$ cat src/rtl/oryx_isa_pkg.sv
// Shared Oryx ISA definitions: instruction field positions, format codes,
// the HALT opcode and the field-packing helper. Also used by control_unit.
package oryx_isa_pkg;

    localparam int OP_MSB     = 31;
    localparam int OP_LSB     = 26;
    localparam int RD_MSB     = 25;
    localparam int RD_LSB     = 21;
    localparam int RS1_MSB    = 20;
    localparam int RS1_LSB    = 16;
    localparam int RS2_MSB    = 15;
    localparam int RS2_LSB    = 11;
    localparam int IMM_MSB    = 15;
    localparam int IMM_LSB    = 0;
    localparam int TARGET_MSB = 25;
    localparam int TARGET_LSB = 0;

    localparam int OP_W     = 6;
    localparam int REG_W    = 5;
    localparam int IMM_W    = 16;
    localparam int TARGET_W = 26;

    typedef enum logic [1:0] {
        FMT_R   = 2'd0,
        FMT_I   = 2'd1,
        FMT_J   = 2'd2,
        FMT_RSV = 2'd3
    } fmt_e;

    localparam logic [OP_W-1:0] OP_HALT = 6'h3F;

    // Packs a field bundle into a 32-bit word; the reserved format packs as J.
    function automatic logic [31:0] encode_instr(
        input fmt_e                fmt,
        input logic [OP_W-1:0]     op,
        input logic [REG_W-1:0]    rd,
        input logic [REG_W-1:0]    rs1,
        input logic [REG_W-1:0]    rs2,
        input logic [IMM_W-1:0]    imm,
        input logic [TARGET_W-1:0] target
    );
        logic [31:0] word;
        word = '0;
        word[OP_MSB:OP_LSB] = op;
        case (fmt)
            FMT_R: begin
                word[RD_MSB:RD_LSB]   = rd;
                word[RS1_MSB:RS1_LSB] = rs1;
                word[RS2_MSB:RS2_LSB] = rs2;
            end
            FMT_I: begin
                word[RD_MSB:RD_LSB]   = rd;
                word[RS1_MSB:RS1_LSB] = rs1;
                word[IMM_MSB:IMM_LSB] = imm;
            end
            default: begin
                word[TARGET_MSB:TARGET_LSB] = target;
            end
        endcase
        return word;
    endfunction

endpackage

$ cat src/rtl/instr_encoder_if.sv
// Field-bundle input, instruction-word output and redirect signals of the
// instruction encoder. master = encoder side, slave = source/decode side.
interface instr_encoder_if;
    import oryx_isa_pkg::*;

    logic                in_valid;
    logic                in_ready;
    logic [1:0]          in_fmt;
    logic [OP_W-1:0]     in_op;
    logic [REG_W-1:0]    in_rd;
    logic [REG_W-1:0]    in_rs1;
    logic [REG_W-1:0]    in_rs2;
    logic [IMM_W-1:0]    in_imm;
    logic [TARGET_W-1:0] in_target;

    logic                ir_valid;
    logic                ir_ready;
    logic [31:0]         ir;
    logic [31:0]         ir_addr;

    logic                flush;
    logic [31:0]         flush_addr;
    logic                halted;
    logic                err;

    modport master (
        input  in_valid, in_fmt, in_op, in_rd, in_rs1, in_rs2, in_imm, in_target,
        input  ir_ready, flush, flush_addr,
        output in_ready, ir_valid, ir, ir_addr, halted, err
    );

    modport slave (
        output in_valid, in_fmt, in_op, in_rd, in_rs1, in_rs2, in_imm, in_target,
        output ir_ready, flush, flush_addr,
        input  in_ready, ir_valid, ir, ir_addr, halted, err
    );

endinterface

$ cat src/rtl/instr_fifo.sv
// Synchronous FIFO with a registered head word and registered empty flag.
// clear empties the FIFO and takes priority over push and pop.
module instr_fifo #(
    parameter int DEPTH = 4,
    parameter int WIDTH = 32
) (
    input  logic             clk,
    input  logic             rst_n,
    input  logic             push,
    input  logic             pop,
    input  logic             clear,
    input  logic [WIDTH-1:0] din,
    output logic [WIDTH-1:0] head,
    output logic             full,
    output logic             empty
);

    localparam int AW = (DEPTH > 1) ? $clog2(DEPTH) : 1;

    logic [WIDTH-1:0] mem [DEPTH];
    logic [AW-1:0]    wr_ptr;
    logic [AW-1:0]    rd_ptr;
    logic [AW-1:0]    rd_ptr_nxt;
    logic [AW:0]      count;
    logic [AW:0]      count_nxt;
    logic             push_ok;
    logic             pop_ok;

    assign full       = (count == (AW+1)'(DEPTH));
    assign push_ok    = push && !full;
    assign pop_ok     = pop && !empty;
    assign rd_ptr_nxt = pop_ok ? rd_ptr + AW'(1) : rd_ptr;
    assign count_nxt  = count + (AW+1)'(push_ok) - (AW+1)'(pop_ok);

    // Storage array write; contents need no reset since count gates reads.
    always_ff @(posedge clk) begin
        if (push_ok && !clear) begin
            mem[wr_ptr] <= din;
        end
    end

    // Pointers, occupancy and the registered head word.
    always_ff @(posedge clk or negedge rst_n) begin
        if (!rst_n) begin
            wr_ptr <= '0;
            rd_ptr <= '0;
            count  <= '0;
            head   <= '0;
            empty  <= 1'b1;
        end else if (clear) begin
            wr_ptr <= '0;
            rd_ptr <= '0;
            count  <= '0;
            head   <= '0;
            empty  <= 1'b1;
        end else begin
            wr_ptr <= push_ok ? wr_ptr + AW'(1) : wr_ptr;
            rd_ptr <= rd_ptr_nxt;
            count  <= count_nxt;
            empty  <= (count_nxt == '0);
            if (push_ok && (rd_ptr_nxt == wr_ptr)) begin
                head <= din;
            end else if (count_nxt != '0) begin
                head <= mem[rd_ptr_nxt];
            end
        end
    end

endmodule

$ cat src/rtl/instr_encoder.sv
// Instruction encoder and issue buffer: packs field bundles into 32-bit words,
// queues them and issues them in order with their byte addresses; input
// closes after a HALT word until flush.
// Optional build macro: INSTR_ENC_CHECK_EN (reserved format dropped, sticky err).
module instr_encoder
    import oryx_isa_pkg::*;
#(
    parameter int          DEPTH     = 4,
    parameter logic [31:0] BASE_ADDR = 32'h0
) (
    input  logic           clk,
    input  logic           rst_n,
    instr_encoder_if.master bus
);

    localparam logic [0:0] ST_RUN  = 1'b0;
    localparam logic [0:0] ST_HALT = 1'b1;

    logic [0:0]  state;
    fmt_e        fmt;
    logic [31:0] word;
    logic        accept;
    logic        rsv_drop;
    logic        push;
    logic        pop;
    logic        fifo_full;
    logic        fifo_empty;

    assign fmt  = fmt_e'(bus.in_fmt);
    assign word = encode_instr(fmt, bus.in_op, bus.in_rd, bus.in_rs1, bus.in_rs2,
                               bus.in_imm, bus.in_target);

`ifdef INSTR_ENC_CHECK_EN
    assign rsv_drop = (fmt == FMT_RSV);
`else
    assign rsv_drop = 1'b0;
`endif

    assign accept = bus.in_valid && bus.in_ready && !bus.flush;
    assign push   = accept && !rsv_drop;
    assign pop    = !fifo_empty && bus.ir_ready && !bus.flush;

    assign bus.in_ready = !fifo_full && (state == ST_RUN);
    assign bus.ir_valid = !fifo_empty;
    assign bus.halted   = (state == ST_HALT);

    instr_fifo #(
        .DEPTH (DEPTH),
        .WIDTH (32)
    ) u_fifo (
        .clk   (clk),
        .rst_n (rst_n),
        .push  (push),
        .pop   (pop),
        .clear (bus.flush),
        .din   (word),
        .head  (bus.ir),
        .full  (fifo_full),
        .empty (fifo_empty)
    );

    // RUN/HALT control: a pushed HALT word closes input, only flush reopens it.
    always_ff @(posedge clk or negedge rst_n) begin
        if (!rst_n) begin
            state <= ST_RUN;
        end else if (bus.flush) begin
            state <= ST_RUN;
        end else if (push && (bus.in_op == OP_HALT)) begin
            state <= ST_HALT;
        end
    end

    // Issue address: redirected by flush, otherwise steps by 4 per issued word.
    always_ff @(posedge clk or negedge rst_n) begin
        if (!rst_n) begin
            bus.ir_addr <= BASE_ADDR;
        end else if (bus.flush) begin
            bus.ir_addr <= bus.flush_addr;
        end else if (pop) begin
            bus.ir_addr <= bus.ir_addr + 32'd4;
        end
    end

`ifdef INSTR_ENC_CHECK_EN
    // Sticky error on any accepted reserved-format bundle; survives flush.
    always_ff @(posedge clk or negedge rst_n) begin
        if (!rst_n) begin
            bus.err <= 1'b0;
        end else if (accept && (fmt == FMT_RSV)) begin
            bus.err <= 1'b1;
        end
    end
`else
    assign bus.err = 1'b0;
`endif

endmodule

$ cat src/flat_wrapper.sv
// flat-port wrapper written by rule: the top's interface ports become plain ports
module instr_encoder_flat import oryx_isa_pkg::*;
#(
    parameter int          DEPTH     = 4,
    parameter logic [31:0] BASE_ADDR = 32'h0
)
  (clk, rst_n, bus_in_valid, bus_in_fmt, bus_in_op, bus_in_rd, bus_in_rs1, bus_in_rs2, bus_in_imm, bus_in_target, bus_ir_ready, bus_flush, bus_flush_addr, bus_in_ready, bus_ir_valid, bus_ir, bus_ir_addr, bus_halted, bus_err);
  instr_encoder_if bus_i ();
  input  logic clk;
  input  logic rst_n;
  input wire logic [$bits(bus_i.in_valid)-1:0] bus_in_valid;
  input wire logic [$bits(bus_i.in_fmt)-1:0] bus_in_fmt;
  input wire logic [$bits(bus_i.in_op)-1:0] bus_in_op;
  input wire logic [$bits(bus_i.in_rd)-1:0] bus_in_rd;
  input wire logic [$bits(bus_i.in_rs1)-1:0] bus_in_rs1;
  input wire logic [$bits(bus_i.in_rs2)-1:0] bus_in_rs2;
  input wire logic [$bits(bus_i.in_imm)-1:0] bus_in_imm;
  input wire logic [$bits(bus_i.in_target)-1:0] bus_in_target;
  input wire logic [$bits(bus_i.ir_ready)-1:0] bus_ir_ready;
  input wire logic [$bits(bus_i.flush)-1:0] bus_flush;
  input wire logic [$bits(bus_i.flush_addr)-1:0] bus_flush_addr;
  output wire logic [$bits(bus_i.in_ready)-1:0] bus_in_ready;
  output wire logic [$bits(bus_i.ir_valid)-1:0] bus_ir_valid;
  output wire logic [$bits(bus_i.ir)-1:0] bus_ir;
  output wire logic [$bits(bus_i.ir_addr)-1:0] bus_ir_addr;
  output wire logic [$bits(bus_i.halted)-1:0] bus_halted;
  output wire logic [$bits(bus_i.err)-1:0] bus_err;
  assign bus_i.in_valid = bus_in_valid;
  assign bus_i.in_fmt = bus_in_fmt;
  assign bus_i.in_op = bus_in_op;
  assign bus_i.in_rd = bus_in_rd;
  assign bus_i.in_rs1 = bus_in_rs1;
  assign bus_i.in_rs2 = bus_in_rs2;
  assign bus_i.in_imm = bus_in_imm;
  assign bus_i.in_target = bus_in_target;
  assign bus_i.ir_ready = bus_ir_ready;
  assign bus_i.flush = bus_flush;
  assign bus_i.flush_addr = bus_flush_addr;
  assign bus_in_ready = bus_i.in_ready;
  assign bus_ir_valid = bus_i.ir_valid;
  assign bus_ir = bus_i.ir;
  assign bus_ir_addr = bus_i.ir_addr;
  assign bus_halted = bus_i.halted;
  assign bus_err = bus_i.err;
  instr_encoder #(.DEPTH(DEPTH), .BASE_ADDR(BASE_ADDR)) u_core (.clk(clk), .rst_n(rst_n), .bus(bus_i));
endmodule
$ cat config.mk
export PLATFORM = sky130hd
export DESIGN_NAME = instr_encoder_flat
export DESIGN_NICKNAME = d
export VERILOG_FILES = /design/src/rtl/oryx_isa_pkg.sv /design/src/rtl/instr_encoder_if.sv /design/src/rtl/instr_fifo.sv /design/src/rtl/instr_encoder.sv /design/src/flat_wrapper.sv
export SDC_FILE = /design/constraint.sdc
export NUM_CORES = 1
export LEC_CHECK = 0
export BUFFER_PORTS_ARGS = -buffer_cell sky130_fd_sc_hd__buf_2
export CORE_ASPECT_RATIO = 1.2
export CORE_MARGIN = 2
export CORE_UTILIZATION = 51
export CTS_CLUSTER_SIZE = 16
export DETAILED_ROUTE_END_ITERATION = 6
export GPL_TIMING_DRIVEN = 0
export PLACE_DENSITY = 0.76
export SETUP_SLACK_MARGIN = 0.1
export SLEW_MARGIN = 0
export SYNTH_ARGS = -nofsm -noshare
export SYNTH_HDL_FRONTEND = slang
export SYNTH_SLANG_ARGS = --single-unit
$ cat constraint.sdc
create_clock -name clk -period 3.45 [get_ports clk]
set_clock_uncertainty 0.15 [all_clocks]
set_input_delay 0.1725 -clock clk [delete_from_list [all_inputs] [get_ports clk]]
set_output_delay 0.1725 -clock clk [all_outputs]
set_load 0.02 [all_outputs]
# Word-level counts from Yosys, hierarchy flattened
# Memories as Yosys holds them, arrays and structs flattened.
# Index checks and enable logic that the tools add are counted.
totals:
  register_bits: 73
  latchBits: 0
  ram_bits: 128
  romBits: 0
  in_bits: 102
  elab_cells: 55
  n_memories: 1
memory_table:
  columns: ["name", "words", "word_bits", "rd", "rd_ports_with_merged_regs", "write_ports", "line", "source"]
  rows:
  - ["u_core.u_fifo.mem", 4, 32, 1, 0, 1, "instr_fifo.sv:20", "logic [WIDTH-1:0] mem [DEPTH];"]
classes:
  addsub: 5
  mul: 0
  div: 0
  magnitude_cmp: 0
  n_eq_ne: 4
  n_shift: 0
  muxes: 17
  n_bitwise: 1
  reduce_logical: 20
op_table:
  columns: ["op", "count"]
  rows:
  - ["2-to-1 mux 32 bit", 5]
  - ["adder 32 x 3 -> 32 bit, second input constant", 1]
  - ["one-hot mux 15 bit (2 select lines)", 1]
  - ["one-hot mux 11 bit (2 select lines)", 1]
  - ["logical AND 1 bit", 10]
  - ["2-to-1 mux 2 bit", 4]
  - ["equality test 6 bit, second input constant", 1]
  - ["nonzero test 2 bit", 3]
  - ["nonzero test 3 bit", 2]
  - ["2-to-1 mux 1 bit", 5]
  - ["adder 2 x 1 -> 2 bit, second input constant", 2]
  - ["adder 3 x 1 -> 3 bit", 1]
  - ["equality test 3 bit, second input constant", 1]
  - ["zero test 1 bit", 3]
  - ["zero test 3 bit", 1]
  - ["2-to-1 mux 3 bit", 1]
  - ["subtractor 3 x 1 -> 3 bit", 1]
  - ["equality test 2 x 1 -> 1 bit, second input constant", 1]
  - ["equality test 2 bit", 1]
  - ["zero test 2 bit", 1]
  - ["NOT 1 bit", 1]

# Depth between registers and ports, before layout
# Gate-level depths: netlist of the first run.
depth:
  depth_word: 12
  depth_mapped: 17
  depth_no_buf: 13

# Modules after synthesis
# From an unflattened synthesis of the first run, not the netlist that was laid out.
unflattened:
  hier_cells: 955
  hier_area_um2: 10630.2
modules_own_cells:
  columns: ["mod", "n_inst", "cells_per_inst", "area_each_um2", "seq_area_each_um2"]
  rows:
  - ["instr_fifo", 1, 672, 8291.7, 4845.9]
  - ["instr_encoder", 1, 283, 2338.5, 825.8]

# Least setup slack after synthesis of the first run
# No wires, ideal clock.
synth_path:
  path_type: "register to register"
  start: "register u_core.u_fifo.empty"
  end: "register u_core.u_fifo.head[30]"
  setup_time_ps: 121
  t_arrival_ps: 3150
  required_time_ps: 3179
  path_slack_ps: 29
  path_stages_with_launch: 17
  path_buffers: 5
  period_less_slack_ps: 3421
  path_cell_list: "dfstp_2 or3b_1 buf_4 inv_4 buf_6 buf_2 ha_1 inv_1 ha_1 inv_1 fa_1 xnor3_1 nand3b_1 buf_2 clkbuf_1 o2111ai_1 a32o_1"
synth_between:
  elab_chain_cells: 9
synth_rtl:
  columns: ["element", "line", "source"]
  rows:
  - ["start: declaration", "instr_fifo.sv:15", "output logic empty"]
  - ["start signal: assignment", "instr_fifo.sv:60", "empty <= (count_nxt == '0);"]
  - ["zero test 1 bit *", "instr_fifo.sv:31, instr_encoder.sv:41", null]
  - ["logical AND 1 bit (2 in a row)", "instr_encoder.sv:41", "assign pop = !fifo_empty && bus.ir_ready && !bus.flush;"]
  - ["logical AND 1 bit *", "instr_fifo.sv:31", "assign pop_ok = pop && !empty;"]
  - ["2-to-1 mux 2 bit", "instr_fifo.sv:32", "assign rd_ptr_nxt = pop_ok ? rd_ptr + AW'(1) : rd_ptr;"]
  - ["memory read (4 x 32 bit) or equality test 2 bit (tied branches)", null, null]
  - ["2-to-1 mux 32 bit or logical AND 1 bit (tied branches)", "instr_fifo.sv:63, instr_fifo.sv:61", null]
  - ["2-to-1 mux 32 bit", "instr_fifo.sv:61", "if (push_ok && (rd_ptr_nxt == wr_ptr)) begin"]
  - ["2-to-1 mux 32 bit", "instr_fifo.sv:50", "end else if (clear) begin"]
  - ["end signal: assignment", "instr_fifo.sv:62", "head <= din;"]
  - ["end signal: assignment", "instr_fifo.sv:64", "head <= mem[rd_ptr_nxt];"]
  - ["end: declaration", "instr_fifo.sv:13", "output logic [WIDTH-1:0] head,"]
# Every way passes the cells marked *; elsewhere a longest branch is shown, timed or not. The select of a mux whose other input is x is not followed.
# A chain may end at the register's enable or synchronous reset.

# Final worst setup path of the first run
layout_path:
  start: "register u_core.u_fifo.empty"
  end: "register u_core.u_fifo.head[7]"
# The elaborated chain is that of the path after synthesis.

==> results of run 1 <==
## metrics by stage
stage               setup TNS, ps   util
finish                          0  0.668
global route                    0  0.668
floorplan                       0      -
detailed placement         -17380  0.584
global placement           -16990  0.580
CTS                             0  0.656
## repair_timing
item / CTS / global route
gates cloned: 1 / 2
hold buffers: 65 / 0
hold endpoints to repair: 199 / 0
buffers inserted: 4 / 4
gates resized for setup: 18 / 46
endpoints found under the setup margin: 33 / 30
pin swaps: 2 / 23
## logic make-up (layout without fill, tap and decap cells)
logic type                 count (synthesis)  in the layout  share of synthesized area
and+or+nand+nor                          285            285                      0.147
AOI/OAI and AO/OA                        221            221                      0.141
DFF                                      201            201                      0.557
buffers and inverters                    125            407                     0.0607
muxes                                     51             51                     0.0516
xor gates and xnor gates                  35             35                     0.0315
adders and majority gates                  8              8                     0.0106
other                                      1              1                   0.000369
## cells in the mapped netlist, types with 12 or more instances
master	n
edfxtp_1	128
o21ai_1	27
nor2_1	62
a22o_1	31
nor3b_1	32
a31oi_1	31
o21ai_0	64
o31ai_1	18
mux2i_1	39
buf_6	14
dfrtp_1	72
o22ai_1	26
mux2_2	12
o221ai_1	18
and3_1	36
clkbuf_1	42
xnor2_1	26
buf_2	18
inv_1	41
nand2_1	68
nor3_1	45
## tightest hold or removal path: cells and delay by family
family / cells / cell delay, ps
AO/OA/AOI/OAI: 1 / 200
buffers and inverters: 1 / 80
AND/OR/NAND/NOR: 1 / 30
## state kept, by name, indices dropped and copies added (netlist names)
register,flops
u_core.u_fifo.wr_ptr,2
u_core.u_fifo.head,32
u_core.u_fifo.empty,1
u_core.bus.halted,1
u_core.u_fifo.rd_ptr,2
u_core.u_fifo.count,3
u_core.bus.ir_addr,32
u_core.u_fifo.mem,128
## placed cells by master (no fill, tap or decap), drive strengths merged, types with 2 or more instances in the layout
master       Yosys  final
or4              2      2
xor2             8      8
xnor2           26     26
and4             2      2
o22ai           26     26
nor2            62     62
or2              3      3
nand3           10     10
nand2           68     68
o31ai           18     18
buf             40    221
mux2            12     12
nor2b            2      2
dlygate4sd3      0     65
o21ai           92     92
mux2i           39     39
dfrtp           72     72
nor3b           33     33
a22o            31     31
clkinv           1     10
o221ai          18     18
ha               7      7
bufinv           0      2
nor3            45     45
nor4             3      3
and2             7      7
clkbuf          42     66
a31oi           31     31
and3            36     36
inv             42     43
nand4            6      6
edfxtp         128    128
## final timing paths
path,start,to,cells after the start
setup / recovery,u_core.u_fifo.empty$_DFF_PN1_,u_core.u_fifo.head[7]$_DFFE_PN0P_,16
hold / removal,bus_in_target[9],u_core.u_fifo.mem[0][9]$_DFFE_PP_,3
setup reg to reg,u_core.u_fifo.empty$_DFF_PN1_,u_core.u_fifo.head[7]$_DFFE_PN0P_,16
hold reg to reg,u_core.bus.ir_addr[0]$_DFFE_PN0P_,u_core.bus.ir_addr[0]$_DFFE_PN0P_,1
max in group asynchronous,rst_n,u_core.bus.ir_addr[16]$_DFFE_PN0N_,3
min in group asynchronous,rst_n,u_core.bus.ir_addr[5]$_DFFE_PN0N_,3
## layout make-up
cell class                      instances  area [sq um]
Inverter                               43           166
Fill cell                            1396          6490
Buffer                                 81           526
Multi-Input combinational cell        601          4030
Sequential cell                       201          5670
Clock inverter                         12           106
Tap cell                              261           327
Clock buffer                           26           564
Timing Repair Buffer                  245          1670
## power by group
| group | leakage (uW) | internal, uW | switching (uW) |
|---|---|---|---|
| clock network | 0.000331 | 1310 | 945 |
| logic | 0.00289 | 1490 | 2020 |
| registers | 0.00209 | 2910 | 233 |
## per-layer routing
metal / vias to the layer above / track usage
met2: 513 / 0.480
li1: 3946 / -
met4: 0 / 0.112
met3: 74 / 0.0447
met5: - / 0
met1: 4243 / 0.363
==> out/results.txt, run 1 <==
met1 wire length -> 12000 um
clock sink count -> 201
vias in the first global route -> 8685
worst hold slack -> 2.78 ps
wire length on met2 -> 15100 um
leading area contributor after synthesis -> edfxtp_1
DR DRC count -> 0
Die Wd -> 133 um
DRT Pass-1 Iters -> 5
Syn Nets -> 1037
WS Path Type -> flip-flop to flip-flop
max-cap viol count -> 0
Clock transition at path regs -> 60 ps
CTS Buffer Depth -> 3
std cell rows -> 56
DRT iter0 DRCs -> 783
final max-slew violation count -> 0
yosys warns -> 0
CTS Root Cell -> clkbuf_16
die footprint -> 21100 sq um
post-synthesis sequential area ratio -> 0.557
crit path launch type -> flip-flop
Top Ports -> 170
fmax -> 298 MHz
Crit path arrival time -> 3580 ps
final instance count without filler cells -> 1470
Setup WS post-layout -> 94.8 ps
pre-CTS setup slack -> -631 ps
drt total wl -> 30900 um
placed cell areas -> 11400 sq um
per-cell routed wire length -> 21.0 um
H-tree depth -> 1
Max-slew headroom -> 0.322
Max FO, Critical Path -> 7
Core Footprint -> 19500 sq um
Cells after DPL -> 1357
EDFF count, synth -> 128
#FFs+latches synth -> 201
initial antenna violation count -> 0
CTS Buf Count -> 21
critical path endpoint category -> flip-flop
Yosys top cell area share -> 0.378
setup slack, reg-to-reg -> 90 ps
overflow left after global routing -> 0
largest net degree at the start of global routing -> 53
post-detailed-placement half-perimeter wirelength -> 19500 um
GRT Total Usage -> 0.283
cells after synthesis -> 927
fin nets -> 1304
status -> complete, no violations
final antenna-violating net count -> 0
Buf/Inv on CP -> 7
Synth area leaders -> edfxtp_1, dfrtp_1, mux2i_1
first-pass GRT wire length -> 47200 um
Async SR Flop Fraction -> 0.363
number of buffers added on ports -> 166
design area -> 13100 sq um
crit-path leading delay family -> buffers and inverters
Synth Cell Area -> 10200 sq um
Final Wtd Congestion -> 0.867
Top Layer Used -> met4
ys flop type -> edfxtp_1
Final Hold Viols -> 0
CP max-delay cell -> dfstp_2
Leak -> 0.00531 uW
fraction of layout cells with a size suffix above 1 -> 0.252
via/cell ratio -> 5.97
initial core utilization -> 0.521
slowest stage delay, CP -> 380 ps
min Tclk post-route -> 3360 ps
CP Cell Sequence -> or3b_1, buf_6, inv_6, buf_12, ha_4, inv_2, ha_4, inv_2, fa_2, xnor3_1, nand3b_1, buf_6, clkbuf_16, nor2_4, a31oi_1, a22o_1
Antenna diodes -> 0
area grow syn2layout -> 28.3%
Yosys cell types -> 56
hold crit path type -> input port to flip-flop
CTS tree -> done
Die Y -> 159 um
RSZ-0062 raised after global routing -> true
VDD IR max -> 0.422 mV
met3 WL post-DR -> 2780 um
CP required -> 3680 ps
Clk Latency, worst-skew pair -> 510 ps
via count -> 8776
final setup vio count -> 0
total power -> 8910 uW
Tcrit/Tclk final -> 0.973
measured slew at the worst slew-check pin -> 1010 ps
Pwr per Cell Area -> 683 nW/um^2
average size of a mapped cell -> 11.0 sq um
Power figures use the tool's default switching activity.
==> inputs of run 2 (changes only) <==
--- a/config.mk
+++ b/config.mk
@@ -8,13 +8,14 @@
 export BUFFER_PORTS_ARGS = -buffer_cell sky130_fd_sc_hd__buf_2
 export CORE_ASPECT_RATIO = 1.2
 export CORE_MARGIN = 2
-export CORE_UTILIZATION = 51
+export CORE_UTILIZATION = 52
 export CTS_CLUSTER_SIZE = 16
 export DETAILED_ROUTE_END_ITERATION = 6
 export GPL_TIMING_DRIVEN = 0
-export PLACE_DENSITY = 0.76
+export PLACE_DENSITY = 0.77
 export SETUP_SLACK_MARGIN = 0.1
 export SLEW_MARGIN = 0
 export SYNTH_ARGS = -nofsm -noshare
 export SYNTH_HDL_FRONTEND = slang
+export SYNTH_HIERARCHICAL = 1
 export SYNTH_SLANG_ARGS = --single-unit
==> run 2 against run 1 <==
  * Combinational power decreased by 12%
  * Area after synthesis up 4.5%
  * Core utilization rose by 2.2 points
==> out/results.txt, run 2 <==
status -> complete, no violations
max-cap viol count -> 0 (unchanged)
Core Util, Final -> 0.690 (+0.0221)
post-synthesis sequential area ratio -> 0.534 (-0.0238)
slowest stage delay, CP -> 410 ps (+30 ps)
DRT Pass-1 Iters -> 6 (+1)
CP Cell Sequence -> nor3b_4, nor2_2, and3_4, nand2b_4, buf_8, ha_4, inv_4, ha_4, inv_2, fa_2, xnor3_1, and3b_2, buf_8, buf_8, buf_4, a21oi_1, o21ai_1, a311oi_1
first-pass GRT wire length -> 51100 um (+8.3%)
Top Ports -> 170 (unchanged)
top cells by instance count after synthesis -> edfxtp_1, nand2_1, dfrtp_1
yosys warns -> 6 (+6)
Clock transition at path regs -> 70 ps (about the same)
die footprint -> 21600 sq um (+2.4%)
Async SR Flop Fraction -> 0.363 (unchanged)
DR DRC count -> 0 (unchanged)
Core Footprint -> 20200 sq um (+3.2%)
setup slack, reg-to-reg -> 100 ps (about the same)
#FFs+latches synth -> 201 (unchanged)
Crit path arrival time -> 3610 ps (+30 ps)
VDD IR max -> 0.505 mV (+20%)
max reg flops -> 128 (unchanged)
WS Path Type -> flip-flop to flip-flop
measured slew at the worst slew-check pin -> 1070 ps (+55.7 ps)
pre-CTS setup slack -> -555 ps (+75.4 ps)
Max-slew headroom -> 0.287 (-0.0349)
final max-slew violation count -> 0 (unchanged)
initial core utilization -> 0.527 (+0.00614)
number of buffers added on ports -> 166 (unchanged)
vias in the first global route -> 9763 (+12%)
CP max-delay cell -> dfrtp_1
initial antenna violation count -> 0 (unchanged)
area of the multi-input gates -> 4660 sq um (+16%)
Yosys cell types -> 69 (+23%)
final setup vio count -> 0 (unchanged)
Antenna diodes -> 0 (unchanged)
fin nets -> 1363 (+4.5%)
leading area contributor after synthesis -> edfxtp_1
Tcrit/Tclk final -> 0.971 (-0.00168)
cells after synthesis -> 955 (+3.0%)
Die Y -> 161 um (+1.2%)
Largest regs -> u_core/u_fifo/mem (128), u_core/bus.ir_addr (32), u_core/u_fifo/head (32)
Pwr per Cell Area -> 601 nW/um^2 (-12%)
Final Wtd Congestion -> 0.872 (+0.58%)
wire length on met2 -> 16400 um (+8.5%)
CTS Buf Count -> 21 (unchanged)
Synth Cell Area -> 10600 sq um (+4.5%)
crit path launch type -> flip-flop
per-cell routed wire length -> 21.6 um (+2.9%)
CP required -> 3710 ps (+30 ps)
final antenna-violating net count -> 0 (unchanged)
H-tree depth -> 1 (unchanged)
via/cell ratio -> 6.37 (+6.7%)
DRT iter0 DRCs -> 1104 (+41%)
ys flop type -> edfxtp_1
met3 WL post-DR -> 3000 um (+8.1%)
fill count -> 1424 (+2.0%)
design area -> 13900 sq um (+6.7%)
post-detailed-placement half-perimeter wirelength -> 20900 um (+7.3%)
largest net degree at the start of global routing -> 57 (+7.5%)
clock sink count -> 201 (unchanged)
Max FO, Critical Path -> 6 (-1)
Setup WS post-layout -> 101 ps (+5.79 ps)
Leak -> 0.00525 uW (-1.0%)
CTS tree -> done
CTS Buffer Depth -> 3 (unchanged)
most frequent cells in the layout -> buf_2, edfxtp_1, nand2_1
via count -> 9767 (+11%)
critical path endpoint category -> flip-flop
Die Wd -> 135 um (+1.2%)
CTS Root Cell -> clkbuf_16
leading cell type in the layout, fill and taps excluded -> buf_2
Top Layer Used -> met4
overflow left after global routing -> 0 (unchanged)
fmax -> 299 MHz (+0.17%)
drt total wl -> 33100 um (+7.3%)
hold crit path type -> input port to flip-flop
Synth area leaders -> edfxtp_1, dfrtp_1, mux2_2
EDFF count, synth -> 128 (unchanged)
most instantiated library cell after synthesis -> edfxtp_1
cell mode on critical path -> buf_8
Final Hold Viols -> 0 (unchanged)
Clk Latency, worst-skew pair -> 510 ps (about the same)
placed cell areas -> 12100 sq um (+5.5%)
Yosys top cell area share -> 0.362 (-0.0161)
GRT Total Usage -> 0.300 (+0.0170)
worst hold slack -> 24.4 ps (+21.7 ps)
Largest Register -> u_core/u_fifo/mem
std cell rows -> 57 (+1.8%)
Syn Nets -> 1065 (+2.7%)
area grow syn2layout -> 31.0%
average size of a mapped cell -> 11.1 sq um (+1.4%)
met1 wire length -> 12600 um (+5.2%)
RSZ-0062 raised after global routing -> true
min Tclk post-route -> 3350 ps (-5.79 ps)
Storage cell area -> 5670 sq um (about the same)
fraction of layout cells with a size suffix above 1 -> 0.316 (+0.0640)
==> run 2: cell types whose count changed after synthesis, moves of 28 or more <==
cell,change
a211oi_1,+31
o221a_2,+30
mux2_2,+31
inv_1,-28
and3_1,-29
a21oi_1,+31
o21ai_0,-31
mux2i_1,-31
==> run 2: layout make-up <==
cell class | count | share of cell area
repair buffers | 279 | 0.143
well taps | 265 | 0.0238
clock inverters | 17 | 0.0107
flip-flops and latches | 201 | 0.407
multi-input cells | 645 | 0.335
clock buffers | 21 | 0.0377
plain buffers | 90 | 0.0384
inverters | 15 | 0.00467
==> run 2: repair_timing <==
item                                    4_1_cts  5_1_grt
hold buffers                                 77        0
endpoints found under the setup margin       33       33
endpoints found under the hold margin       203        0
pin swaps                                    14       14
gates resized for setup                      33       27
setup buffers                                15        6
gates cloned                                  2        0
==> run 2: where the power goes <==
part	switching (uW)	total (uW)	internal [uW]
clock network	969	2240	1270
registers	194	3040	2850
logic	1730	3080	1350
total	2890	8370	5480
==> run 2: worst paths after layout <==
| check | cells after the start | to | start |
|---|---|---|---|
| hold reg to reg | 2 | u_core/u_fifo/head[14]$_DFFE_PN0P_ | u_core/u_fifo/head[14]$_DFFE_PN0P_ |
| hold / removal | 3 | u_core/u_fifo/mem[1][4]$_DFFE_PP_ | bus_in_target[4] |
| setup / recovery | 18 | u_core/u_fifo/head[14]$_DFFE_PN0P_ | u_core/u_fifo/count[0]$_DFF_PN0_ |
| max in group asynchronous | 3 | u_core/u_fifo/head[16]$_DFFE_PN0P_ | rst_n |
| min in group asynchronous | 2 | u_core/u_fifo/empty$_DFF_PN1_ | rst_n |
| setup reg to reg | 18 | u_core/u_fifo/head[14]$_DFFE_PN0P_ | u_core/u_fifo/count[0]$_DFF_PN0_ |
==> run 2: cell families (layout without fill, tap and decap cells) <==
| family | after synthesis | count (layout) | share of synthesized area |
|---|---|---|---|
| AO/OA/AOI/OAI | 257 | 257 | 0.176 |
| XOR/XNOR | 16 | 16 | 0.0145 |
| adder cells (fa/ha/maj) | 8 | 8 | 0.0101 |
| buffers and inverters | 109 | 422 | 0.0500 |
| flip-flops | 201 | 201 | 0.534 |
| multiplexers | 51 | 51 | 0.0531 |
| other | 1 | 1 | 0.000353 |
| AND/OR/NAND/NOR | 312 | 312 | 0.162 |
==> run 2: through the flow <==
| step | setup TNS [ps] | std cells | power [uW] |
|---|---|---|---|
| 5_1_grt | -45.4 | 1533 | 8690 |
| 2_1_floorplan | -119240 | 955 | 4660 |
| 4_1_cts | 0 | 1529 | 8140 |
| 6_report | 0 | 1533 | 8370 |
| 3_5_place_dp | -15470 | 1399 | 5470 |
| 3_3_place_gp | -358300 | 1386 | 5420 |
==> run 2: metal layers <==
layer / vias to the layer above / GRT usage
met5: - / 0
li1: 4311 / -
met3: 116 / 0.0609
met2: 638 / 0.524
met4: 0 / 0.111
met1: 4702 / 0.366
==> run 2: critical path: cells and delay by family (launching register included) <==
kind,cells,cell delay (ps)
AND/OR/NAND/NOR,5,830
adder cells (fa/ha/maj),3,640
buffers and inverters,6,580
AO/OA/AOI/OAI,3,420
flip-flops,1,410
XOR/XNOR,1,200
==> inputs of run 3 (changes only) <==
--- a/config.mk
+++ b/config.mk
@@ -6,13 +6,16 @@
 export NUM_CORES = 1
 export LEC_CHECK = 0
 export BUFFER_PORTS_ARGS = -buffer_cell sky130_fd_sc_hd__buf_2
+export CELL_PAD_IN_SITES_DETAIL_PLACEMENT = 0
+export CELL_PAD_IN_SITES_GLOBAL_PLACEMENT = 1
 export CORE_ASPECT_RATIO = 1.2
 export CORE_MARGIN = 2
-export CORE_UTILIZATION = 52
+export CORE_UTILIZATION = 41
 export CTS_CLUSTER_SIZE = 16
 export DETAILED_ROUTE_END_ITERATION = 6
 export GPL_TIMING_DRIVEN = 0
-export PLACE_DENSITY = 0.77
+export HOLD_SLACK_MARGIN = 0.08
+export PLACE_DENSITY_LB_ADDON = 0.1
 export SETUP_SLACK_MARGIN = 0.1
 export SLEW_MARGIN = 0
 export SYNTH_ARGS = -nofsm -noshare
==> run 3 against run 2 <==
  * Register-to-register slack improved by 150 ps
  * Worst hold slack improved by 59 ps
  * Core utilization fell by 12 points
  * Clock power rose by 27%
  * Sequential share of layout area fell by 1.8 points
  * Die area rose by 26%
  * Routed wire length rose by 7.5%
  * Final cell count rose by 6.3%
  * Final area rose by 4.6%
  * Power rose by 11%
==> out/results.txt, run 3 (synthesis gave the netlist of run 2 again) <==
status -> complete, no violations
fmax -> 313 MHz (+4.8%)
Core Footprint -> 25500 sq um (+26%)
clock sink count -> 201 (unchanged)
area grow syn2layout -> 37.0%
final setup vio count -> 0 (unchanged)
per-cell routed wire length -> 21.9 um (+1.1%)
Clk Latency, worst-skew pair -> 530 ps (+20 ps)
CP required -> 3720 ps (about the same)
Final Hold Viols -> 0 (unchanged)
drt total wl -> 35600 um (+7.5%)
measured slew at the worst slew-check pin -> 1180 ps (+110 ps)
CTS Buf Count -> 23 (+9.5%)
post-detailed-placement half-perimeter wirelength -> 23100 um (+10%)
DR DRC count -> 0 (unchanged)
first-pass GRT wire length -> 54000 um (+5.7%)
DRT iter0 DRCs -> 716 (-35%)
Antenna diodes -> 0 (unchanged)
Largest Register -> u_core/u_fifo/mem
final antenna-violating net count -> 0 (unchanged)
WS Path Type -> flip-flop to flip-flop
max-cap viol count -> 0 (unchanged)
std cell rows -> 64 (+12%)
H-tree depth -> 1 (unchanged)
Setup WS post-layout -> 254 ps (+154 ps)
Max FO, Critical Path -> 7 (+1)
Pwr per Cell Area -> 637 nW/um^2 (+6.0%)
met3 Use GR -> 0.0359 (-0.0250)
CTS tree -> done
GRT Total Usage -> 0.256 (-0.0440)
Top Ports -> 170 (unchanged)
largest net degree at the start of global routing -> 44 (-23%)
Tcrit/Tclk final -> 0.926 (-0.0446)
met2 GRT Util -> 0.446 (-0.0779)
Crit path arrival time -> 3470 ps (-140 ps)
CTS Buffer Depth -> 3 (unchanged)
most frequent cells in the layout -> buf_2, edfxtp_1, dlygate4sd3_1
Leak -> 0.00553 uW (+5.3%)
min Tclk post-route -> 3200 ps (-154 ps)
initial core utilization -> 0.417 (-0.109)
crit path launch type -> flip-flop
overflow left after global routing -> 0 (unchanged)
CTS Root Cell -> clkbuf_16
hold crit path type -> input port to flip-flop
Clock transition at path regs -> 60 ps (about the same)
Die Wd -> 151 um (+12%)
vias in the first global route -> 9485 (-2.8%)
met1 track demand over resource -> 0.333 (-0.0334)
fin nets -> 1393 (+2.2%)
final max-slew violation count -> 0 (unchanged)
initial antenna violation count -> 0 (unchanged)
fill count -> 2227 (+56%)
via count -> 9384 (-3.9%)
Max-slew headroom -> 0.214 (-0.0735)
critical path endpoint category -> flip-flop
max reg flops -> 128 (unchanged)
Largest regs -> u_core/u_fifo/mem (128), u_core/bus.ir_addr (32), u_core/u_fifo/head (32)
Die Y -> 180 um (+12%)
fraction of layout cells with a size suffix above 1 -> 0.319 (+0.00298)
pre-CTS setup slack -> -599 ps (-43.3 ps)
Core Util, Final -> 0.572 (-0.118)
gr busiest metal -> met2
RSZ-0062 raised after global routing -> true
die footprint -> 27200 sq um (+26%)
leading cell type in the layout, fill and taps excluded -> buf_2
DRT Pass-1 Iters -> 5 (-1)
via/cell ratio -> 5.76 (-9.6%)
number of buffers added on ports -> 166 (unchanged)
Final Wtd Congestion -> 0.804 (-7.8%)
VDD IR max -> 0.431 mV (-15%)
run 3: routing by layer:
metal	share of wire	wire length (um)
met1	0.42	15000
met2	0.50	17900
met3	0.061	2160
met4	0.017	609
met5	0	0
run 3: path summary, 6_finish.rpt:
path	start	to	slack [ps]	depth (start not counted)
max	u_core/u_fifo/count[2]$_DFF_PN0_	u_core/u_fifo/head[3]$_DFFE_PN0P_	250	16
min	bus_in_rd[1]	u_core/u_fifo/head[22]$_DFFE_PN0P_	80	4
max reg2reg	u_core/u_fifo/count[2]$_DFF_PN0_	u_core/u_fifo/head[3]$_DFFE_PN0P_	250	16
min reg2reg	u_core/u_fifo/head[11]$_DFFE_PN0P_	u_core/u_fifo/head[11]$_DFFE_PN0P_	400	2
max in group asynchronous	rst_n	u_core/bus.halted$_DFFE_PN0P_	2300	4
min in group asynchronous	rst_n	u_core/u_fifo/empty$_DFF_PN1_	600	3
run 3: area by class of cell:
| cell class | instances | area (sq um) | area share |
|---|---|---|---|
| Buffer | 89 | 539 | 0.0370 |
| Clock buffer | 24 | 579 | 0.0398 |
| Clock inverter | 18 | 293 | 0.0201 |
| Inverter | 15 | 62.6 | 0.00429 |
| Multi-Input combinational cell | 645 | 4650 | 0.319 |
| Sequential cell | 201 | 5670 | 0.389 |
| Tap cell | 330 | 413 | 0.0283 |
| Timing Repair Buffer | 308 | 2360 | 0.162 |
run 3: report_power, final:
group,switching (uW),leakage (uW),total (uW),internal (uW)
logic,1820,0.00302,3390,1570
clock network,1030,0.000435,2850,1820
registers,195,0.00207,3040,2850
total,3040,0.00553,9280,6240
run 3: worst max-delay path, cell delays in order, from the launching register on:
cell and delay [ps]:
dfrtp_1 390, nor3b_4 160, nor2_2 120, and3_4 210, nand2b_4 70, ha_4 250
inv_4 50, ha_4 110, inv_2 30, fa_2 330, xnor3_1 200, and3b_2 270
buf_12 160, buf_8 130, a21oi_2 110, o21ai_2 80, a311oi_1 270
run 3: what timing repair did:
action / CTS / global route
cloned: 4 / 1
buffers inserted: 17 / 4
endpoints found under the setup margin: 33 / 33
endpoints found under the hold margin: 241 / 0
pin swaps: 19 / 20
hold buffers: 102 / 0
resized for setup: 37 / 25
run 3: metrics by stage:
stage | setup TNS (ps) | area (sq um) | instances | power, uW | hold WS (ps)
4_1_cts | 0 | 14500 | 1628 | 9120 | 80.4
3_3_place_gp | -394430 | 11900 | 1451 | 5530 | 232
3_5_place_dp | -17460 | 12200 | 1465 | 5550 | 21.4
5_1_grt | 0 | 14600 | 1630 | 9650 | 115
2_1_floorplan | -119240 | 10700 | 955 | 4660 | -273
6_report | 0 | 14600 | 1630 | 9280 | 83.3
